===== config.mk =====
export PLATFORM = sky130hd
export DESIGN_NAME = pipe_hazard_unit
export DESIGN_NICKNAME = d
export VERILOG_FILES = /design/src/rtl/pipe_pkg.sv /design/src/rtl/hz_match_row.sv /design/src/rtl/pipe_hazard_unit.sv
export SDC_FILE = /design/constraint.sdc
export NUM_CORES = 1
export LEC_CHECK = 0
export BUFFER_PORTS_ARGS = -buffer_cell sky130_fd_sc_hd__buf_4
export CAP_MARGIN = 15
export CORE_MARGIN = 2
export CORE_UTILIZATION = 49
export DETAILED_ROUTE_END_ITERATION = 7
export MAX_ROUTING_LAYER = met4
export PLACE_DENSITY = 0.77
export SLEW_MARGIN = 0
export SYNTH_ARGS = -nofsm -noshare
export SYNTH_HDL_FRONTEND = slang
export SYNTH_SLANG_ARGS = --single-unit

===== constraint.sdc =====
create_clock -name clk -period 1.9 [get_ports clk]
set_input_delay 0.19 -clock clk [delete_from_list [all_inputs] [get_ports clk]]
set_output_delay 0.19 -clock clk [all_outputs]
set_load 0.01 [all_outputs]

===== src/rtl/pipe_pkg.sv =====
// pipe_pkg: shared types and helpers for the pipeline hazard unit.
//   hz_entry_t     one scoreboard entry (in-flight writer)
//   hz_pos_t       fixed-size view of scoreboard positions 1..HZ_DEPTH_MAX
//   FWD_NONE       forward select meaning "use ID/EX register data"
//   youngest_match priority search over positions 1..depth-1
package pipe_pkg;

    // Upper bounds for the parametrised top; entries are stored at these widths.
    localparam int HZ_ADDR_W_MAX = 8;
    localparam int HZ_DEPTH_MAX  = 8;
    localparam int FWD_NONE      = 0;

    typedef struct packed {
        logic                     valid;
        logic [HZ_ADDR_W_MAX-1:0] dst;
        logic                     reg_write;
        logic                     is_load;
        logic                     flag_write;
    } hz_entry_t;

    typedef hz_entry_t [HZ_DEPTH_MAX:1] hz_pos_t;

    // Returns the smallest (youngest) position p in 1..depth-1 whose writer
    // targets src, or FWD_NONE. Position depth is retiring and is covered by
    // the regfile write-through, so it is never reported.
    function automatic int youngest_match(
        input hz_pos_t                  ent,
        input logic [HZ_ADDR_W_MAX-1:0] src,
        input logic                     used,
        input int                       depth,
        input bit                       zero_reg
    );
        int r;
        r = FWD_NONE;
        for (int p = HZ_DEPTH_MAX - 1; p >= 1; p--) begin
            if (p < depth && used && ent[p].valid && ent[p].reg_write &&
                ent[p].dst == src && !(zero_reg && src == '0))
                r = p;
        end
        return r;
    endfunction

endpackage


===== src/rtl/hz_match_row.sv =====
// hz_match_row: per-operand scoreboard lookup (combinational).
//   src        source register address
//   used       operand is read
//   early      operand is consumed in ID
//   entries    scoreboard view, positions 1..HZ_DEPTH_MAX (unused slots zero)
//   match_pos  youngest matching position < DEPTH, 0 if none
//   load_haz   youngest match is a load whose data is not ready for EX use
//   early_haz  any forwardable match for an operand consumed in ID
module hz_match_row
    import pipe_pkg::*;
#(
    parameter int REG_ADDR_W = 4,
    parameter int DEPTH      = 3,
    parameter int LOAD_STAGE = 2,
    parameter int ZERO_REG   = 1,
    parameter int SEL_W      = 2
) (
    input  logic [REG_ADDR_W-1:0] src,
    input  logic                  used,
    input  logic                  early,
    input  hz_pos_t               entries,
    output logic [SEL_W-1:0]      match_pos,
    output logic                  load_haz,
    output logic                  early_haz
);

    int   yp;
    logic yp_is_load;
    logic unused_entries;

    assign yp = youngest_match(entries, HZ_ADDR_W_MAX'(src), used, DEPTH, ZERO_REG != 0);
    assign match_pos = SEL_W'(yp);

    // Only the youngest writer matters: an older load shadowed by a younger
    // ALU writer of the same register never stalls.
    always_comb begin
        yp_is_load = 1'b0;
        for (int p = 1; p < HZ_DEPTH_MAX; p++) begin
            if (p == yp && p < LOAD_STAGE)
                yp_is_load = entries[p].is_load;
        end
    end

    assign load_haz       = !early && yp_is_load;
    assign early_haz      = early && (yp != FWD_NONE);
    assign unused_entries = ^entries;

endmodule


===== src/rtl/pipe_hazard_unit.sv =====
// pipe_hazard_unit: scoreboard-based stall and forwarding control.
// Tracks in-flight writers in a DEPTH-entry shift register (pos1=EX .. posDEPTH=WB).
// Ports:
//   clk, rst_n                       clock, async active-low reset
//   id_valid                         ID holds a real instruction
//   id_src_addr/used/early           per-operand source address, read enable, ID-consumed
//   id_dst_addr, id_reg_write        destination and write enable
//   id_mem_read                      instruction is a load
//   id_flag_read, id_flag_write      conditional branch reads flags / instruction sets flags
//   stall                            hold PC and IF/ID, bubble into EX (combinational)
//   ex_fwd_sel                       registered per-operand EX source, 0 = regfile data
// Optional (PIPE_HAZARD_STATS_EN): stat_stall_cnt, stat_fwd_cnt, saturating 16-bit.
module pipe_hazard_unit
    import pipe_pkg::*;
#(
    parameter int REG_ADDR_W = 4,
    parameter int NUM_SRC    = 2,
    parameter int DEPTH      = 3,
    parameter int LOAD_STAGE = 2,
    parameter int FLAG_STAGE = 1,
    parameter int ZERO_REG   = 1,
    localparam int SEL_W     = $clog2(DEPTH)
) (
    input  logic                          clk,
    input  logic                          rst_n,
    input  logic                          id_valid,
    input  logic [NUM_SRC*REG_ADDR_W-1:0] id_src_addr,
    input  logic [NUM_SRC-1:0]            id_src_used,
    input  logic [NUM_SRC-1:0]            id_src_early,
    input  logic [REG_ADDR_W-1:0]         id_dst_addr,
    input  logic                          id_reg_write,
    input  logic                          id_mem_read,
    input  logic                          id_flag_read,
    input  logic                          id_flag_write,
    output logic                          stall,
    output logic [NUM_SRC*SEL_W-1:0]      ex_fwd_sel
`ifdef PIPE_HAZARD_STATS_EN
    ,
    output logic [15:0]                   stat_stall_cnt,
    output logic [15:0]                   stat_fwd_cnt
`endif
);

    hz_entry_t [DEPTH:1]        pos_q;
    hz_pos_t                    pos_view;
    hz_entry_t                  new_entry;
    logic [NUM_SRC*SEL_W-1:0]   match_pos;
    logic [NUM_SRC-1:0]         load_haz;
    logic [NUM_SRC-1:0]         early_haz;
    logic                       flag_haz;

    // Fixed-size view for the lookup rows; slots beyond DEPTH read as empty.
    for (genvar p = 1; p <= HZ_DEPTH_MAX; p++) begin : g_view
        if (p <= DEPTH) begin : g_live
            assign pos_view[p] = pos_q[p];
        end else begin : g_empty
            assign pos_view[p] = '0;
        end
    end

    for (genvar i = 0; i < NUM_SRC; i++) begin : g_row
        hz_match_row #(
            .REG_ADDR_W (REG_ADDR_W),
            .DEPTH      (DEPTH),
            .LOAD_STAGE (LOAD_STAGE),
            .ZERO_REG   (ZERO_REG),
            .SEL_W      (SEL_W)
        ) u_row (
            .src       (id_src_addr[i*REG_ADDR_W +: REG_ADDR_W]),
            .used      (id_src_used[i]),
            .early     (id_src_early[i]),
            .entries   (pos_view),
            .match_pos (match_pos[i*SEL_W +: SEL_W]),
            .load_haz  (load_haz[i]),
            .early_haz (early_haz[i])
        );
    end

    always_comb begin
        flag_haz = 1'b0;
        for (int p = 1; p <= DEPTH; p++) begin
            if (p <= FLAG_STAGE && pos_q[p].valid && pos_q[p].flag_write)
                flag_haz = 1'b1;
        end
    end

    assign stall = id_valid && ((|load_haz) || (|early_haz) || (id_flag_read && flag_haz));

    always_comb begin
        new_entry            = '0;
        new_entry.valid      = 1'b1;
        new_entry.dst        = HZ_ADDR_W_MAX'(id_dst_addr);
        new_entry.reg_write  = id_reg_write;
        new_entry.is_load    = id_mem_read;
        new_entry.flag_write = id_flag_write;
    end

    always_ff @(posedge clk or negedge rst_n) begin
        if (!rst_n) begin
            pos_q      <= '0;
            ex_fwd_sel <= '0;
        end else begin
            for (int p = 2; p <= DEPTH; p++)
                pos_q[p] <= pos_q[p-1];
            if (stall || !id_valid) begin
                pos_q[1]   <= '0;
                ex_fwd_sel <= '0;
            end else begin
                pos_q[1]   <= new_entry;
                ex_fwd_sel <= match_pos;
            end
        end
    end

`ifdef PIPE_HAZARD_STATS_EN
    int          n_fwd;
    logic [16:0] fwd_sum;

    always_comb begin
        n_fwd = 0;
        for (int i = 0; i < NUM_SRC; i++) begin
            if (match_pos[i*SEL_W +: SEL_W] != '0)
                n_fwd = n_fwd + 1;
        end
    end

    assign fwd_sum = {1'b0, stat_fwd_cnt} + 17'(n_fwd);

    always_ff @(posedge clk or negedge rst_n) begin
        if (!rst_n) begin
            stat_stall_cnt <= '0;
            stat_fwd_cnt   <= '0;
        end else begin
            if (stall && stat_stall_cnt != 16'hFFFF)
                stat_stall_cnt <= stat_stall_cnt + 16'd1;
            if (id_valid && !stall)
                stat_fwd_cnt <= fwd_sum[16] ? 16'hFFFF : fwd_sum[15:0];
        end
    end
`endif

endmodule

### Yosys cells after proc, flatten, opt, wreduce, memory -nomap -nowiden

Index checks and enable logic that the tools add are counted.

* eq/ne operators: 6
* muxes and demuxes: 9
* reductions and logical operators: 37

Operators with widths (count)
* == test 2 x 32 -> 1 bit, first input constant: 2
* 2-to-1 mux 32 bit: 2
* nonzero test 32 bit: 2
* == test 8 x 4 -> 1 bit: 4
* logical AND 1 bit: 23
* 2-to-1 mux 12 bit: 1
* zero test 4 bit: 2
* zero test 1 bit: 5
* 2-to-1 mux 2 bit: 2
* 2-to-1 mux 4 bit: 1
* OR reduction 2 bit: 2
* logical OR 1 bit: 3
* 2-to-1 mux 1 bit: 3

* bits in registers: 26
* bits of input ports: 23
* output and inout port bits: 5
* logic and storage cells: 61

### Logic depth before layout (Yosys ltp)

Gate-level depths: netlist of the first run.

* depth in word-level cells: 15
* mapped depth: 6

### By module

Synthesis of the first run repeated with hierarchy kept, for this count alone.

* cells, all modules: 100
* area, all modules: 1260.0 um^2

By module, submodules not included
* pipe_hazard_unit: times used 1, cells each 58, area each 909.6 um^2, sequential area each 700.7 um^2
* hz_match_row: times used 2, cells each 21, area each 175.2 um^2, sequential area each 0.0 um^2

### Least setup slack after synthesis of the first run

No wires, ideal clock.

* path kind: register to output
* start: register pos_q[3] in the netlist's numbering
* end: output port stall
* arrival time: 1.394 ns
* required time: 1.710 ns
* slack: 0.316 ns
* stages on the path, launching flop included: 6
* cell sequence: dfrtp_1 > xor2_1 > nor4_2 > a32oi_1 > o22ai_2 > o21a_1

* word-level cells in the longest chain between the ends: 11
* elaborated cells on any way between the ends: 23

RTL lines
* from (decl): RTL line pipe_hazard_unit.sv:44 `hz_entry_t [DEPTH:1] pos_q;`
* from (signal, indexed assignment): RTL line pipe_hazard_unit.sv:104 `pos_q[p] <= pos_q[p-1];`
* == test 8 x 4 -> 1 bit: RTL line pipe_pkg.sv:37 `ent[p].dst == src && !(zero_reg && src == '0))`
* logical AND 1 bit: RTL line pipe_pkg.sv:36 `if (p < depth && used && ent[p].valid && ent[p].reg_write &&`
* logical AND 1 bit: RTL line pipe_pkg.sv:37
* 2-to-1 mux 32 bit: RTL line pipe_pkg.sv:36
* == test 2 x 32 -> 1 bit: RTL line hz_match_row.sv:39 `if (p == yp && p < LOAD_STAGE)`
* 2-to-1 mux 1 bit: RTL line hz_match_row.sv:39
* logical AND 1 bit: RTL line hz_match_row.sv:44 `assign load_haz = !early && yp_is_load;`
* OR reduction 2 bit: RTL line pipe_hazard_unit.sv:87 `assign stall = id_valid && ((|load_haz) || (|early_haz) || (id_flag_read && flag_haz));`
* logical OR 1 bit (*) (2 in a row): RTL line pipe_hazard_unit.sv:87
* logical AND 1 bit (*): RTL line pipe_hazard_unit.sv:87
* to (decl): RTL line pipe_hazard_unit.sv:35 `output logic stall,`

Mark *: on every way between the ends. The rest lies on a longest branch, timed or not.

### Worst setup path after layout of the first run

Ends and elaborated chain as after synthesis.

==> run summary, run 1 <==
### Final layout
* **Finished Layout Cells** 145
* **commonest cells after routing, fill and taps aside** sky130_fd_sc_hd__buf_4, sky130_fd_sc_hd__dfrtp_1, sky130_fd_sc_hd__xor2_1, sky130_fd_sc_hd__nor3_1
* **number of inserted diodes** 0
* **Final nets** 144
* **final instance area** 1200 um2
* **commonest non-fill, non-tap cell in the layout** sky130_fd_sc_hd__buf_4
* **number of filler instances in the final layout** 150
* **area growth from synthesis to layout** 34.6%
* **share of final-layout standard cells stronger than drive strength 1** 35.8%
* **post-layout util** 69.6%

### Timing
* **clk_skew** 0.749 ps
* **setup repair after global routing missed its margin** yes
* **final setup violation count** 1
* **actual transition at the worst max-transition pin** 309 ps
* **Rel. slew slack** 79.2%
* **Final WS setup** -117 ps
* **final cycle utilization of the critical path** 106%
* **Max Slew Vio Count** 0
* **minimum clock period** 2020 ps
* **final hold viol count** 0
* **FMAX** 0.496 GHz

### Worst setup path
* **worst-path maximum fanout** 3
* **Critical Path End Type** output port
* **worst endpoint required time** 1710 ps
* **Setup crit start kind** flip-flop
* **signal arrival time at the worst endpoint** 1830 ps
* **worst setup path class** reg -> out

### Global route
* **total congestion overflow after global routing** 0
* **global-route wire length before repair** 3050 um
* **antenna violations before repair** 0
* **All-Layer GR Usage** 22.1%
* **vias in the first global route** 675
* **largest net degree at the start of global routing** 19

### Flow run
* **number of maximum-capacitance constraint violations** 0

### Die
* **die area** 2180 um2
* **Die Span X** 46.7 um
* **number of top-level pins** 28
* **area inside the core boundary** 1730 um2
* **vertical die dimension** 46.7 um
* **initial standard-cell utilization of the core** 51.7%
* **row cnt** 15

### Place
* **DPL Wire Length** 1410 um
* **buffers added on ports** 27
* **post-place instance area** 1120 um2
* **placed cell count** 137
* **Final GP Congestion** 0.826

### Power
* **Peak VDD IR** 508 uV
* **part of the power in combinational logic** 15.5%
* **design internal power** 579 uW
* **reported net switching power** 197 uW
* **Reg power frac** 53.6%
* **power share of the clock group** 30.9%
* **leak pwr** 0.000616 uW
* **switching fraction of total power** 25.3%
* **power per unit of standard cell area** 646 nW/um2

### Routing
* **total via count in the routed design** 733
* **remaining antenna violation count after routing** 0
* **per-cell routed wire length** 13.4 um
* **detailed-routing iteration count for the pre-antenna-repair pass** 4
* **DRC Markers** 0
* **Via density** 5.06
* **final wirelength** 1950 um
* **initial drt markers** 7

### Run status
* **violations in the final reports** setup timing
* **result of the run** complete, but fails checks

### Synthesis
* **Post-Syn Instances** 85
* **count of distinct cell types in the synthesized netlist** 18
* **netlist area before placement** 892 um2
* **Avg Inst Size Synth** 10.5 um2
* **number of synthesis warnings** 0
* **number of synthesized register bits** 18
* **proportion of synthesized chip area in sequential cells** 50.5%
* **Net Count, Synth** 108

### Clocking
* **cell at the root of the clock tree** sky130_fd_sc_hd__clkbuf_4
* **maximum clock insertion buffer count** 2
* **number of clock buffers inserted by TritonCTS** 3
* **Num Clock Sinks** 18
* **total number of H-tree levels** 1
* **clock tree from TritonCTS** done
* **clock-pin slew reported for the worst setup and hold paths after clock tree synthesis** 100 ps
* **source-to-sink clock delay at the later pin of the worst-skew pair** 300 ps

### Hold path
* **Hold WC Path Type** in -> reg

[worst max-delay path, cell delays in order, from the launching register on]
cell	delay [ps]
sky130_fd_sc_hd__dfrtp_1	420
sky130_fd_sc_hd__xor2_1	160
sky130_fd_sc_hd__nor4_2	350
sky130_fd_sc_hd__a32oi_1	160
sky130_fd_sc_hd__o22ai_2	190
sky130_fd_sc_hd__o21a_1	130
sky130_fd_sc_hd__buf_4	110
[layout make-up]
class                           count  area [um2]  share of cell area (%)
Clock buffer                        4        36.3                    3.02
Inverter                            7        26.3                    2.19
Multi-Input combinational cell     59         409                    34.1
Sequential cell                    18         452                    37.6
Tap cell                           25        31.3                    2.60
Timing Repair Buffer               32         246                    20.5
[power groups by stage]
stage | clock network [uW] | registers, uW | logic (uW)
after floorplan | 0 | 419 | 53.6
after global placement | 0 | 422 | 112
after detailed placement | 0 | 424 | 115
after CTS | 242 | 416 | 120
after global routing | 262 | 419 | 131
final | 240 | 416 | 120
[cell usage after synthesis]
library cell	count	share of area, %
sky130_fd_sc_hd__a32oi_1	2	2.0
sky130_fd_sc_hd__o41a_1	1	1.3
sky130_fd_sc_hd__o22ai_2	1	1.4
sky130_fd_sc_hd__nor4_2	2	2.8
sky130_fd_sc_hd__nor3_1	13	7.3
sky130_fd_sc_hd__nand4_2	1	1.4
sky130_fd_sc_hd__nand2_1	7	2.9
sky130_fd_sc_hd__o41a_2	1	1.4
sky130_fd_sc_hd__and3_2	1	0.84
sky130_fd_sc_hd__xor2_1	16	16
sky130_fd_sc_hd__and3_1	2	1.4
sky130_fd_sc_hd__or3_1	2	1.4
sky130_fd_sc_hd__o21a_1	1	0.84
sky130_fd_sc_hd__inv_1	7	2.9
sky130_fd_sc_hd__nor2_1	3	1.3
sky130_fd_sc_hd__dfrtp_1	18	50
sky130_fd_sc_hd__buf_6	1	1.3
sky130_fd_sc_hd__nand3_1	6	3.4
[routing by layer]
layer	routed length, um	track usage, %	part of all wire, %
met1	849	26.7	44
met4	53	13.9	2.7
met2	961	33.6	49
met5	0	-	0
met3	83	4.31	4.3
[repair_timing]
item	in CTS	in global routing
hold endpoints to repair	18	0
buffers inserted	2	1
setup endpoints to repair	1	1
hold buffers	1	0
pin swaps	2	4
resized for setup	1	2
[registers in the layout, indices dropped and copies added (netlist names)]
signal,flops
ex_fwd_sel,4
pos_q,14
[per-stage QoR]
step / power [uW] / hold WS (ps) / setup TNS, ps / worst slack [ps]
detailed placement: 539 / 71.7 / 0 / 165
floorplan: 473 / -106 / 0 / 316
global route: 813 / 99.1 / -223 / -223
finish: 776 / 103 / -117 / -117
global placement: 534 / 67.9 / 0 / 210
CTS: 778 / 104 / -122 / -122
[path summary, 6_finish.rpt]
path / start / end / slack, ps / depth (start not counted)
min: id_dst_addr[2] / pos_q[5] / 100 / 3
min reg2reg: pos_q[3] / pos_q[15] / 450 / 0
max: pos_q[3] / stall / -120 / 6
max reg2reg: pos_q[3] / ex_fwd_sel[0] / 210 / 6
max in group asynchronous: rst_n / pos_q[6] / 1420 / 2
min in group asynchronous: rst_n / pos_q[16] / 280 / 2
[cell families after synthesis]
family                    after synthesis  synth area share (%)
buffers and inverters                   8                  4.21
and+or+nand+nor                        37                  22.7
AOI/OAI and AO/OA                       6                  6.87
xor gates and xnor gates               16                  15.7
DFF                                    18                  50.5
(Power assumes the default switching activity.)
==> run 2: changes to the inputs <==
Settings changed: CORE_UTILIZATION 49 to 52, PLACE_DENSITY 0.77 to 0.81.
Clock period 1.9 ns to 2.35 ns, I/O delays scaled along.
==> run summary, run 2 (synthesis gave the netlist of run 1 again) <==
### Die
* **number of top-level pins** 28
* **Die Span X** 45.4 um
* **die area** 2060 um2
* **area inside the core boundary** 1560 um2
* **row cnt** 14
* **initial standard-cell utilization of the core** 57.2%
* **vertical die dimension** 45.4 um

### Global route
* **largest net degree at the start of global routing** 19
* **antenna violations before repair** 0
* **global-route wire length before repair** 3040 um
* **vias in the first global route** 716
* **total congestion overflow after global routing** 0
* **All-Layer GR Usage** 22.2%

### Timing
* **clk_skew** 4.16 ps
* **final setup violation count** 0
* **final hold viol count** 0
* **setup repair after global routing missed its margin** no
* **final cycle utilization of the critical path** 90.5%
* **Sum Neg Setup Slack** 0 ps
* **FMAX** 0.470 GHz
* **minimum clock period** 2130 ps
* **Max Slew Vio Count** 0
* **Rel. slew slack** 77.6%
* **actual transition at the worst max-transition pin** 333 ps

### Worst setup path
* **Reg2Reg Launch Point** pos_q[3]
* **highest-delay cell along the critical path** sky130_fd_sc_hd__dfrtp_1
* **CP Depth** 6
* **Largest delay share family, worst path** simple AND/OR/NAND/NOR gates
* **r2r setup slk** 640 ps
* **worst endpoint required time** 2120 ps
* **worst-path maximum fanout** 5
* **end of the worst register-to-register path** ex_fwd_sel[1]
* **signal arrival time at the worst endpoint** 1890 ps
* **Worst path max stage delay** 410 ps
* **crit-path cells** xor2_1 > nor4_2 > nand3_1 > nand3_1 > o21a_1 > buf_4
* **cell mode on critical path** sky130_fd_sc_hd__nand3_1
* **worst setup path class** reg -> out
* **Critical Path End Type** output port
* **Setup crit start kind** flip-flop
* **Buf/Inv on CP** 1
* **worst reg-to-reg path cell count** 6

### Final layout
* **biggest regs** pos_q: 14 flops, ex_fwd_sel: 4 flops
* **number of inserted diodes** 0
* **share of final-layout standard cells stronger than drive strength 1** 31.9%
* **most flop-heavy register** pos_q
* **flip-flop count of the largest register after layout** 14
* **commonest non-fill, non-tap cell in the layout** sky130_fd_sc_hd__buf_4
* **Final nets** 141
* **area growth from synthesis to layout** 28.2%
* **commonest cells after routing, fill and taps aside** sky130_fd_sc_hd__buf_4, sky130_fd_sc_hd__dfrtp_1, sky130_fd_sc_hd__xor2_1, sky130_fd_sc_hd__nor3_1
* **Finished Layout Cells** 132

### Clocking
* **count of cells resized by post-cts repair** 0
* **cell at the root of the clock tree** sky130_fd_sc_hd__clkbuf_4
* **number of buffers inserted for hold repair after clock tree synthesis** 1
* **Num Clock Sinks** 18
* **clock-pin slew reported for the worst setup and hold paths after clock tree synthesis** 80 ps
* **number of clock buffers inserted by TritonCTS** 3
* **source-to-sink clock delay at the later pin of the worst-skew pair** 290 ps
* **maximum clock insertion buffer count** 2
* **total number of H-tree levels** 1
* **clock tree from TritonCTS** done
* **setup repair bufs after CTS** 0

### Routing
* **remaining antenna violation count after routing** 0
* **Via density** 5.48
* **DRC Markers** 0
* **final wirelength** 1760 um
* **per-cell routed wire length** 13.3 um
* **detailed-routing iteration count for the pre-antenna-repair pass** 4
* **initial drt markers** 20
* **total via count in the routed design** 723

### Hold path
* **Worst Hold Endpoint** pos_q[2]
* **min-delay src** id_reg_write
* **Hold WC Path Type** in -> reg
* **Hold Path Depth** 3

### Power
* **power per unit of standard cell area** 501 nW/um2
* **reported net switching power** 141 uW
* **part of the power in combinational logic** 16.4%
* **power share of the clock group** 25.0%
* **final total power** 572 uW
* **switching fraction of total power** 24.6%
* **design internal power** 431 uW
* **leak pwr** 0.000590 uW
* **Peak VDD IR** 399 uV
* **Reg power frac** 58.7%

### Place
* **buffers added on ports** 27
* **DPL Wire Length** 1420 um
* **Final GP Congestion** 0.843
* **placed cell count** 128

### Flow run
* **number of maximum-capacitance constraint violations** 0

### Run status
* **result of the run** finished clean

-- run 2: per-layer routing --
metal | up-vias | global-route usage (%) | routed length (um)
met4 | 0 | 13.5 | 51
li1 | 358 | - | -
met1 | 337 | 26.7 | 774
met5 | - | - | 0
met2 | 22 | 33.2 | 839
met3 | 6 | 5.56 | 90
-- run 2: worst max path at each step --
stage / from / slack (ps) / endpoint
floorplan: pos_q[3] / 720 / stall
global placement: pos_q[5] / 560 / stall
detailed placement: pos_q[3] / 540 / stall
CTS: pos_q[5] / 210 / stall
global route: pos_q[3] / 90 / stall
finish: pos_q[5] / 220 / stall
-- run 2: per-stage QoR --
step | utilization, % | setup WS (ps) | hold slack [ps] | area [um2]
after CTS | 73.4 | 209 | 158 | 1140
after global routing | 73.4 | 91.4 | 167 | 1140
final | 73.4 | 223 | 163 | 1140
after floorplan | - | 721 | -60.6 | 892
after global placement | 71.3 | 560 | 113 | 1110
after detailed placement | 71.3 | 542 | 112 | 1110
-- run 2: area by class of cell --
type | count | area, um2
Tap cell | 16 | 20.0
Timing Repair Buffer | 29 | 220
Fill cell | 116 | 415
Multi-Input combinational cell | 59 | 404
Sequential cell | 18 | 450
Clock buffer | 3 | 22.5
Inverter | 7 | 26.3
-- run 2: worst min-delay path: stages --
cell and delay (ps):
sky130_fd_sc_hd__buf_4 100, sky130_fd_sc_hd__inv_1 40, sky130_fd_sc_hd__nor3_1 40
-- run 2: power by group through the flow --
stage	sequential, uW	combinational, uW	clock (uW)
2_1_floorplan	339	43.3	0
3_3_place_gp	341	91.0	0
3_5_place_dp	342	93.0	0
4_1_cts	336	94.7	148
5_1_grt	338	104	163
6_report	336	93.7	143
